**src/rtl/ram_arbiter.sv**
```systemverilog
// Arbitrates one RAM port between the core and a FIFO of buffered JTAG debug writes.
// Define RAM_ARB_HALT_GATE_EN to drain JTAG writes only while the core is halted.
module ram_arbiter #(
   parameter int AW         = 32,
   parameter int DW         = 32,
   parameter int FIFO_DEPTH = 4,
   parameter int STARVE_MAX = 8
) (
   input  logic                            clk,
   input  logic                            rst,
   input  logic [3:0]                      core_wen,
   input  logic                            core_ren,
   input  logic [AW-1:0]                   core_addr,
   input  logic [DW-1:0]                   core_wdata,
   output logic [DW-1:0]                   core_rdata,
   output logic                            core_busy,
   input  logic                            jtag_we,
   input  logic [AW-1:0]                   jtag_addr,
   input  logic [DW-1:0]                   jtag_wdata,
   input  logic                            jtag_halt,
   output logic [3:0]                      ram_wen,
   output logic                            ram_ren,
   output logic [AW-1:0]                   ram_addr,
   output logic [DW-1:0]                   ram_wdata,
   input  logic [DW-1:0]                   ram_rdata,
   output logic [$clog2(FIFO_DEPTH):0]     fifo_level,
   output logic                            jtag_ovf
);

   localparam int PW = $clog2(FIFO_DEPTH);
   localparam int LW = PW + 1;
   localparam int SW = $clog2(STARVE_MAX + 1);

   logic [AW+DW-1:0] fifo_mem [FIFO_DEPTH];
   logic [PW-1:0]    wr_ptr;
   logic [PW-1:0]    rd_ptr;
   logic [LW-1:0]    level;
   logic [SW-1:0]    starve_cnt;
   logic             rd_q;
   logic             ovf_q;

   logic core_req;
   logic nonempty;
   logic full;
   logic starved;
   logic jtag_gnt;
   logic push;
   logic pop;
   logic [AW-1:0] head_addr;
   logic [DW-1:0] head_data;

   assign core_req  = core_ren | (|core_wen);
   assign nonempty  = (level != '0);
   assign full      = (level == LW'(FIFO_DEPTH));
   assign starved   = (starve_cnt == SW'(STARVE_MAX));
   assign head_addr = fifo_mem[rd_ptr][AW+DW-1:DW];
   assign head_data = fifo_mem[rd_ptr][DW-1:0];

   // A grant that would stall the core is withheld on the cycle after an accepted
   // read, so the core is never told busy while its read data is returning.
   always_comb begin
      jtag_gnt = 1'b0;
`ifdef RAM_ARB_HALT_GATE_EN
      jtag_gnt = nonempty & jtag_halt & ~(rd_q & core_req);
`else
      jtag_gnt = nonempty & (~core_req | (~rd_q & (starved | jtag_halt)));
`endif
      if (rst)
         jtag_gnt = 1'b0;
   end

   assign pop  = jtag_gnt;
   assign push = jtag_we & (~full | pop);

   always_comb begin
      ram_wen   = core_wen;
      ram_ren   = core_ren;
      ram_addr  = core_addr;
      ram_wdata = core_wdata;
      core_busy = 1'b0;
      if (rst) begin
         ram_wen = 4'h0;
         ram_ren = 1'b0;
      end else if (jtag_gnt) begin
         ram_wen   = 4'hF;
         ram_ren   = 1'b0;
         ram_addr  = head_addr;
         ram_wdata = head_data;
         core_busy = core_req;
      end
   end

   always_ff @(posedge clk) begin
      if (push)
         fifo_mem[wr_ptr] <= {jtag_addr, jtag_wdata};
   end

   always_ff @(posedge clk) begin
      if (rst) begin
         wr_ptr     <= '0;
         rd_ptr     <= '0;
         level      <= '0;
         starve_cnt <= '0;
         rd_q       <= 1'b0;
         ovf_q      <= 1'b0;
      end else begin
         if (push)
            wr_ptr <= wr_ptr + 1'b1;
         if (pop)
            rd_ptr <= rd_ptr + 1'b1;
         case ({push, pop})
            2'b10:   level <= level + 1'b1;
            2'b01:   level <= level - 1'b1;
            default: level <= level;
         endcase
         if (jtag_we & full & ~pop)
            ovf_q <= 1'b1;
         if (jtag_gnt | ~nonempty)
            starve_cnt <= '0;
         else if (core_req & ~starved)
            starve_cnt <= starve_cnt + 1'b1;
         rd_q <= core_ren & ~jtag_gnt;
      end
   end

   assign core_rdata = ram_rdata;
   assign fifo_level = level;
   assign jtag_ovf   = ovf_q;

endmodule
```
**config.mk**
```make
export PLATFORM = sky130hd
export DESIGN_NAME = ram_arbiter
export DESIGN_NICKNAME = d
export VERILOG_FILES = /design/src/rtl/ram_arbiter.sv
export SDC_FILE = /design/constraint.sdc
export NUM_CORES = 1
export LEC_CHECK = 0
export ABC_CLOCK_PERIOD_IN_PS = 4800
export CAP_MARGIN = 20
export CORE_MARGIN = 8
export CORE_UTILIZATION = 45
export CTS_CLUSTER_DIAMETER = 200
export CTS_CLUSTER_SIZE = 16
export DETAILED_ROUTE_END_ITERATION = 10
export DONT_BUFFER_PORTS = 1
export GPL_ROUTABILITY_DRIVEN = 0
export GPL_TIMING_DRIVEN = 0
export PLACE_DENSITY = 0.67
export SYNTH_ARGS = -nofsm -noshare
export SYNTH_HDL_FRONTEND = slang
export SYNTH_SLANG_ARGS = --single-unit
```
**constraint.sdc**
```tcl
create_clock -name clk -period 4.8 [get_ports clk]
set_clock_uncertainty 0.15 [all_clocks]
set_input_delay 0.48 -clock clk [delete_from_list [all_inputs] [get_ports clk]]
set_output_delay 0.48 -clock clk [all_outputs]
set_load 0.1 [all_outputs]
```
# --- Word level (Yosys, flattened, before mapping) ---
# Memories as Yosys holds them, arrays and structs flattened. A register that Yosys moved wholly into a read port is not among the register bits.
# Cells that the tools add are included.
op_classes:
  n_addsub: 5
  eq_ne: 4
  muxes: 16
  bitwise: 18
  reduce_logical: 4
ops:
  columns: ["cell", "n"]
  rows:
  - ["$mux 32", 4]
  - ["$mux 4", 2]
  - ["$and 1x1->1", 7]
  - ["$mux 1", 7]
  - ["$not 1->1", 6]
  - ["$pmux 3 s2", 1]
  - ["$or 1x1->1", 5]
  - ["$add 2x1->2 const B", 2]
  - ["$add 4x1->4 const B", 1]
  - ["$eq 4x4->1 const B", 1]
  - ["$mux 2", 2]
  - ["$reduce_or 4->1", 1]
  - ["$add 3x1->3 const B", 1]
  - ["$eq 3x3->1 const B", 1]
  - ["$reduce_bool 3->1", 1]
  - ["$sub 3x1->3 const B", 1]
  - ["$eq 2x1->1 const B", 1]
  - ["$eq 2x2->1 const B", 1]
  - ["$reduce_bool 2->1", 1]
  - ["$reduce_or 2->1", 1]
totals:
  ff_bits: 13
  mem_bits_rw: 256
  input_bits: 169
  wordCells: 54
  mem_count: 1
memory_table:
  columns: ["memory", "words", "word_bits", "read_ports", "rd_clocked_by_memory_dff", "wr", "line_no", "text"]
  rows:
  - ["fifo_mem", 4, 64, 1, 1, 1, "34", "logic [AW+DW-1:0] fifo_mem [FIFO_DEPTH];"]

# --- Logic depth before layout (Yosys ltp) ---
# Gate-level depths: netlist (run 1).
logic_depth:
  depth_word: 10
  ltp_mapped: 12
  depth_no_buf: 10

# --- Worst setup path after synthesis (run 1) ---
# OpenSTA, ideal clock, no wires.
synth_path:
  path_type: "reg-to-reg"
  start: "register level[0], in the netlist fifo_level[0]"
  end: "memory fifo_mem[0][0] in the netlist's numbering (enable)"
  setup_time_ns: 0.429
  arrival_ns: 3.343
  slack_ns: 0.879
  stages_incl_launch_ff: 5
  path_buffers: 0
  cell_sequence: "dfxtp_1 -> inv_1 -> and3_1 -> a21boi_1 -> and2_1"
synth_between:
  elab_chain_len: 7
synth_lines:
  columns: ["item", "line_no", "text"]
  rows:
  - ["start: declaration", "37", "logic [LW-1:0] level;"]
  - ["start signal: assignment", "112", "2'b10: level <= level + 1'b1;"]
  - ["start signal: assignment", "113", "2'b01: level <= level - 1'b1;"]
  - ["start signal: assignment", "114", "default: level <= level;"]
  - ["$reduce_bool 3->1", "53", "assign nonempty = (level != '0);"]
  - ["$and 1x1->1", "66", "jtag_gnt = nonempty & (~core_req | (~rd_q & (starved | jtag_halt)));"]
  - ["$mux 1", "68", "if (rst)"]
  - ["$or 1x1->1 (*)", "73", "assign push = jtag_we & (~full | pop);"]
  - ["$and 1x1->1 (*)", "73", null]
  - ["$mux 1 (*)", "94", "if (push)"]
  - ["$mux 1 (implied by the code) (*)", "95", "fifo_mem[wr_ptr] <= {jtag_addr, jtag_wdata};"]
  - ["end: declaration", "34", null]
# Mark *: on every way between the ends. The rest lies on a longest branch, timed or not.

# --- Final worst setup path (run 1) ---
layout_path:
  start: "register level[2], in the netlist fifo_level[2]"
  end: "output port core_busy"
layout_between:
  elab_chain_len: 5
layout_lines:
  columns: ["item", "line_no", "text"]
  rows:
  - ["$reduce_bool 3->1", "53", null]
  - ["$and 1x1->1", "66", null]
  - ["$mux 1", "68", null]
  - ["$mux 1", "84", "end else if (jtag_gnt) begin"]
  - ["$mux 1", "81", "if (rst) begin"]
  - ["end: declaration", "16", "output logic core_busy,"]
# Every way passes these cells.

==> flow_summary.ini, run 1 <==
[cells_and_area]
multi_input_area_mm2 = 0.002704
area_growth_pct = 15.43
register_area_mm2 = 0.007988
fin_cells = 963
finalNetCount = 808
fillCellCount = 1876
drive_above_1_share_pct = 33.86

[drt]
vias = 5278
first_iter_violations = 337
wl_per_cell_um = 23.79
routed_via_density = 5.481
drc = 0
dr.pass1.iters = 4
routed_wl_um = 22910
postRouteAntennaNets = 0

[worst_setup_path]
crit_path_end_kind = primary output
cp_slowest_cell = dfxtp_1
cp.buffers_inverters = 2
critPathKind = flop to primary output
critPathRequiredTime_ns = 4.17
cp.arrival_ns = 3.35
slowest_delay_ns = 1.06
crit_start = fifo_level[2]
path_max_fanout = 10
worstReg2RegStart = fifo_level[2]
worstPathCellList = nor3_1 > nor2_1 > o21ai_1 > buf_6 > clkbuf_1 > nor2_2
critPathLaunchType = flop
crit_family = simple AND/OR/NAND/NOR gates

[timing]
fmax_ghz = 0.2515
fin_crit_ns = 3.976
finalSetupViolCount = 0
slew_headroom_pct = 26.02
rsz0062_at_grt = false
fin_crit_sh_pct = 82.83
setup_ws_ns = 0.8242
slew_viol_final = 0
holdWs_ns = 0.1014
worst_pin_slew_ns = 1.108
finalHoldViolCount = 0
final.setup.tns_ns = 0

[synthesis]
synth_cells = 541
synth_compound_area_share_pct = 0.8471
synth_flop_cell = edfxtp_1
synth_top_cell_by_area = edfxtp_1
avgSynthCellArea_um2 = 20.48
synth_xor_xnor_area_share_pct = 0.3953
yosys_warnings = 0
async_flop_share_pct = 0
synth.top_cell.area_share_pct = 69.39
synth_edf_count = 256
synth-seq-cells = 271
synth_area_leaders = edfxtp_1, mux4_2, mux2_2, dfxtp_1, buf_4
mappedNetlistArea_mm2 = 0.01108
synth_seq_area_share_pct = 72.10
synth_top_family_by_area = multiplexers
synth-simple-area-share_pct = 2.157
synth.area.mux_share_pct = 19.90
synthAdderAreaFrac_pct = 0.8584
ys_types = 39
synthTopCellsByCount = edfxtp_1, mux2_2, mux4_2, buf_4, dfxtp_1
syn_nets = 717
synth.most_common_cell = edfxtp_1

[global_route]
overflow = 0
grt_pass1_vias = 5941
grt_max_degree = 35
antenna_found_initial = 1
grt_pass1_wl_um = 35820
grt_usage_pct = 15.10

[cts]
clock_latency_ns = 0.50
ctsResizeCount = 0
clk_pin_slew_ns = 0.07
cts_hold_buf = 65
clk_path_buf_depth = 3
cts.sinks = 271
root_buffer = clkbuf_16
htree_levels = 1
cts-buffers-inserted = 20
postCtsSetupRepairBufs = 0
cts_tree = built

[floorplanning]
die_height_um = 172.9
core-area_mm2 = 0.02425
start_util_pct = 45.69
pin_count = 275
die_w_um = 172.9
die_area_mm2 = 0.02989
rows = 57

[power]
pwr-share-seq_pct = 52.1
switching_power_uw = 1592
peakVddDrop_v = 0.0002779
power_density_mw_per_mm2 = 417.9
power_leakage_uw = 0.004126
clockPowerShare_pct = 28.1
cell_internal_pwr_uw = 3752
power_switching_share_pct = 29.79
power_frac_comb_pct = 19.8

[worst_hold_path]
holdCritStartpoint = rst
hold_class = input pin to flop

[status]
status = finished, final reports clean

[place]
io_buffers = 0
post-place-ws_ns = 1.231
dp_cells = 869
place.detailed.hpwl_um = 15750

[run]
maxCapViolCount = 0
==> tightest hold or removal path: cells and delay by family <==
family,cells,cell delay (ns)
simple gates,3,0.22
==> state kept, by name, indices dropped and copies added (netlist names), named ones only <==
name / cells
fifo_mem: 256
starve_cnt: 4
fifo_level: 3
rd_ptr: 2
wr_ptr: 2
jtag_ovf: 1
rd_q: 1
==> area by class of cell <==
type | instances | area share (%)
clock inverter | 1 | 0.1272
clock buffer | 27 | 4.119
buffer | 58 | 2.886
tap | 324 | 3.170
timing repair buffer | 69 | 5.714
sequential | 271 | 62.47
multi-input combinational | 200 | 21.14
inverter | 12 | 0.3522
antenna | 1 | 0.01957
==> cell families (layout without fill, tap and decap cells) <==
group,after synthesis,in the layout
compound gates,14,14
fa+ha+maj,7,7
mux,132,132
flops,271,271
buf+inv,70,167
other cells,0,1
xor+xnor,5,5
simple gates,42,42
==> power groups by stage <==
stage / clock network [uW] / logic [uW] / registers, uW
2_1_floorplan: 0 / 884 / 2830
3_3_place_gp: 0 / 982 / 2840
3_5_place_dp: 0 / 1010 / 2840
4_1_cts: 1550 / 1080 / 2780
5_1_grt: 1620 / 1110 / 2790
6_report: 1500 / 1060 / 2780
==> path summary, 6_finish.rpt <==
check | slack [ns] | depth (start not counted) | to
worst max-delay path | 0.82 | 6 | core_busy
worst min-delay path | 0.10 | 3 | starve_cnt[0]
worst max register to register | 1.21 | 10 | fifo_level[2]
worst min register to register | 0.36 | 2 | starve_cnt[1]
==> metrics by stage <==
step	total power [uW]	utilization, %	cell area, um2
floorplan	3715	-	11080
global placement	3825	47.36	11480
detailed placement	3846	47.80	11590
CTS	5408	52.72	12780
global route	5520	52.73	12790
finish	5344	52.73	12790
==> metal layers <==
metal	up-vias	GRT usage, %	part of all wire [%]
met5	-	0	0
met4	0	3.773	2.1
met3	27	4.182	6.6
met2	200	27.64	54
met1	2739	17.16	38
li1	2312	-	-
==> placed cells by master, fill, tap and decap left out, types with 2 or more instances in the layout <==
master           n
o21ai_2          4
mux2i_1          2
nand2b_1         2
edfxtp_1       256
nand3_1          3
and2_4           4
and3b_1          2
buf_2           13
buf_6            2
nor2_1          12
clkbuf_1        18
xnor2_1          3
mux4_2          64
ha_1             6
a21oi_1          2
buf_4           32
buf_12           4
inv_1           12
nor2b_1          2
dlygate4sd3_1   65
clkbuf_16       20
nand2_1          4
or3_1            2
nor3_1           2
dfxtp_1         15
xor2_1           2
mux2_2          66
No activity file was read; power rests on OpenSTA's default activity.
==> inputs of run 2 (changes only) <==
- ABC_AREA: default -> 1
- ABC_CLOCK_PERIOD_IN_PS: 4800 -> 3500
- PLACE_DENSITY: 0.67 -> 0.69
- clock period: 4.8 -> 3.5 ns (I/O delays scaled with it)
==> run 2 against run 1 <==
Compared with the run above:
- setup slack worse by 0.62 ns
- sequential share of layout area decreased by 9.3 points
- via count is 49% higher
- flip-flop and latch count is the same
- combinational power rose by 92%
- routed wire length grew 35%
- largest power group unchanged
==> flow_summary.ini, run 2 <==
[worst_setup_path]
critPathRequiredTime_ns = 3.00
critPathKind = flop to primary output
cp.arrival_ns = 2.79
path_max_fanout = 10
ff2ff_path_depth = 10
critPathLaunchType = flop
reg2reg_setup_slack_ns = 0.33
crit_path_end_kind = primary output

[cells_and_area]
final_core_util_pct = 60.25
finalNetCount = 1322
largest_reg_flops = 256
area_growth_pct = 32.50
fillCellCount = 1852
final_common_cell = nor2_1
fin_cells = 1483
largest-register = fifo_mem
mostFrequentLayoutCells = nor2_1, edfxtp_1, o21ai_0
drive_above_1_share_pct = 21.53
multi_input_area_mm2 = 0.003156
register_area_mm2 = 0.007999

[synthesis]
synth_area_leaders = edfxtp_1, nor2_1, o21ai_0, a31oi_1, dfxtp_1
synth_cells = 980
synth.most_common_cell = nor2_1
async_flop_share_pct = 0
synth_edf_count = 256
avgSynthCellArea_um2 = 11.58
syn_nets = 1156
synth-seq-cells = 271
ys_types = 30
yosys_warnings = 0
synth_top_cell_by_area = edfxtp_1
mappedNetlistArea_mm2 = 0.01135
synthTopCellsByCount = nor2_1, edfxtp_1, o21ai_0, a31oi_1, buf_4
synth_seq_area_share_pct = 70.36
synth_flop_cell = edfxtp_1
synth.top_cell.area_share_pct = 67.72

[place]
io_buffers = 0
place.detailed.hpwl_um = 21280
dp_cells = 1382

[timing]
final.setup.tns_ns = 0
fin_crit_sh_pct = 94.11
rsz0062_at_grt = false
slew_headroom_pct = 25.21
finalHoldViolCount = 0
fmax_ghz = 0.3036
slew_viol_final = 0
worst_pin_slew_ns = 1.122
finalSetupViolCount = 0
fin_crit_ns = 3.294

[global_route]
overflow = 0
grt_pass1_wl_um = 47150
antenna_found_initial = 2
grt_pass1_vias = 8030
grt_max_degree = 30
grt_usage_pct = 19.67

[floorplanning]
start_util_pct = 45.47
die_w_um = 174.8
die_area_mm2 = 0.03057
pin_count = 275
die_height_um = 174.8
rows = 58
core-area_mm2 = 0.02496

[cts]
clock_latency_ns = 0.49
cts.sinks = 271
clk_pin_slew_ns = 0.07
cts-buffers-inserted = 20
root_buffer = clkbuf_16
htree_levels = 1
cts_tree = built
clk_path_buf_depth = 3

[status]
status = finished, final reports clean

[power]
power_density_mw_per_mm2 = 528.0
clockPowerShare_pct = 26.5
power_switching_share_pct = 31.54
cell_internal_pwr_uw = 5437
power_leakage_uw = 0.005326
switching_power_uw = 2505
peakVddDrop_v = 0.0004160
power_frac_comb_pct = 25.7
pwr-share-seq_pct = 47.8

[drt]
first_iter_violations = 476
postRouteAntennaNets = 0
wl_per_cell_um = 20.86
routed_via_density = 5.320
drc = 0
vias = 7890
routed_wl_um = 30940
dr.pass1.iters = 4

[worst_hold_path]
hold_depth = 3
hold_class = input pin to flop

[run]
maxCapViolCount = 0
==> run 2: layout make-up <==
| type | count | area share, % |
|---|---|---|
| Tap cell | 330 | 2.745 |
| Sequential cell | 271 | 53.18 |
| Antenna cell | 1 | 0.01664 |
| Timing Repair Buffer | 144 | 15.01 |
| Clock buffer | 28 | 3.668 |
| Buffer | 87 | 3.627 |
| Inverter | 30 | 0.7819 |
| Multi-Input combinational cell | 592 | 20.98 |
==> run 2: what timing repair did <==
action | 4_1_cts | 5_1_grt
endpoints found under the setup margin | 125 | 100
hold buffers | 68 | 0
hold endpoints to repair | 266 | 0
resized for setup | 1 | 5
setup buffers | 0 | 4
pin swaps | 0 | 2
==> run 2: power groups by stage <==
stage | clock network, uW | logic (uW) | registers, uW
2_1_floorplan | 0 | 1320 | 3860
3_3_place_gp | 0 | 1500 | 3870
3_5_place_dp | 0 | 1950 | 3870
4_1_cts | 2140 | 2050 | 3800
5_1_grt | 2250 | 2140 | 3810
6_report | 2100 | 2040 | 3800
==> run 2: worst paths after layout <==
path / start / to
max: starve_cnt[0] / ram_ren
min: rst / fifo_level[2]
max reg2reg: fifo_level[2] / fifo_mem[3][36]
min reg2reg: rd_ptr[1] / flop
==> run 2: cell families after synthesis <==
kind of cell | Yosys count | share of synthesized area [%]
flops | 271 | 70.36
fa+ha+maj | 7 | 0.8376
buf+inv | 117 | 5.820
xor+xnor | 1 | 0.07717
simple gates | 378 | 12.95
compound gates | 206 | 9.953
==> run 2: metal layers <==
metal | track usage [%] | wire length [um] | up-vias | part of all wire, %
met5 | 0 | 8 | - | 0.026
met4 | 5.228 | 600 | 2 | 1.9
met3 | 4.274 | 2307 | 42 | 7.5
met2 | 34.71 | 15550 | 328 | 50
met1 | 23.98 | 12470 | 3775 | 40
li1 | - | - | 3743 | -
==> run 2: worst max-delay path, stage by stage (launching register included) <==
cell and delay [ns]:
dfxtp_2 0.36, inv_1 0.06, ha_1 0.20, nand3_2 0.08
nand2_1 0.05, nand2_1 0.09, nand2_2 0.08, nand2_4 0.11
inv_6 0.09, buf_6 0.18, buf_6 0.17, nor3_4 0.81
==> run 2: stage by stage <==
step	power [uW]	instance area, um2	setup WS, ns	hold WS (ns)
after detailed placement	5820	13770	-0.2116	0.2806
after CTS	7983	15000	0.006223	0.01210
after global placement	5377	12180	-0.9546	0.2738
final	7942	15040	0.2063	0.03264
after floorplan	5187	11770	-0.3601	0.2724
after global routing	8203	15040	0.03866	0.04277
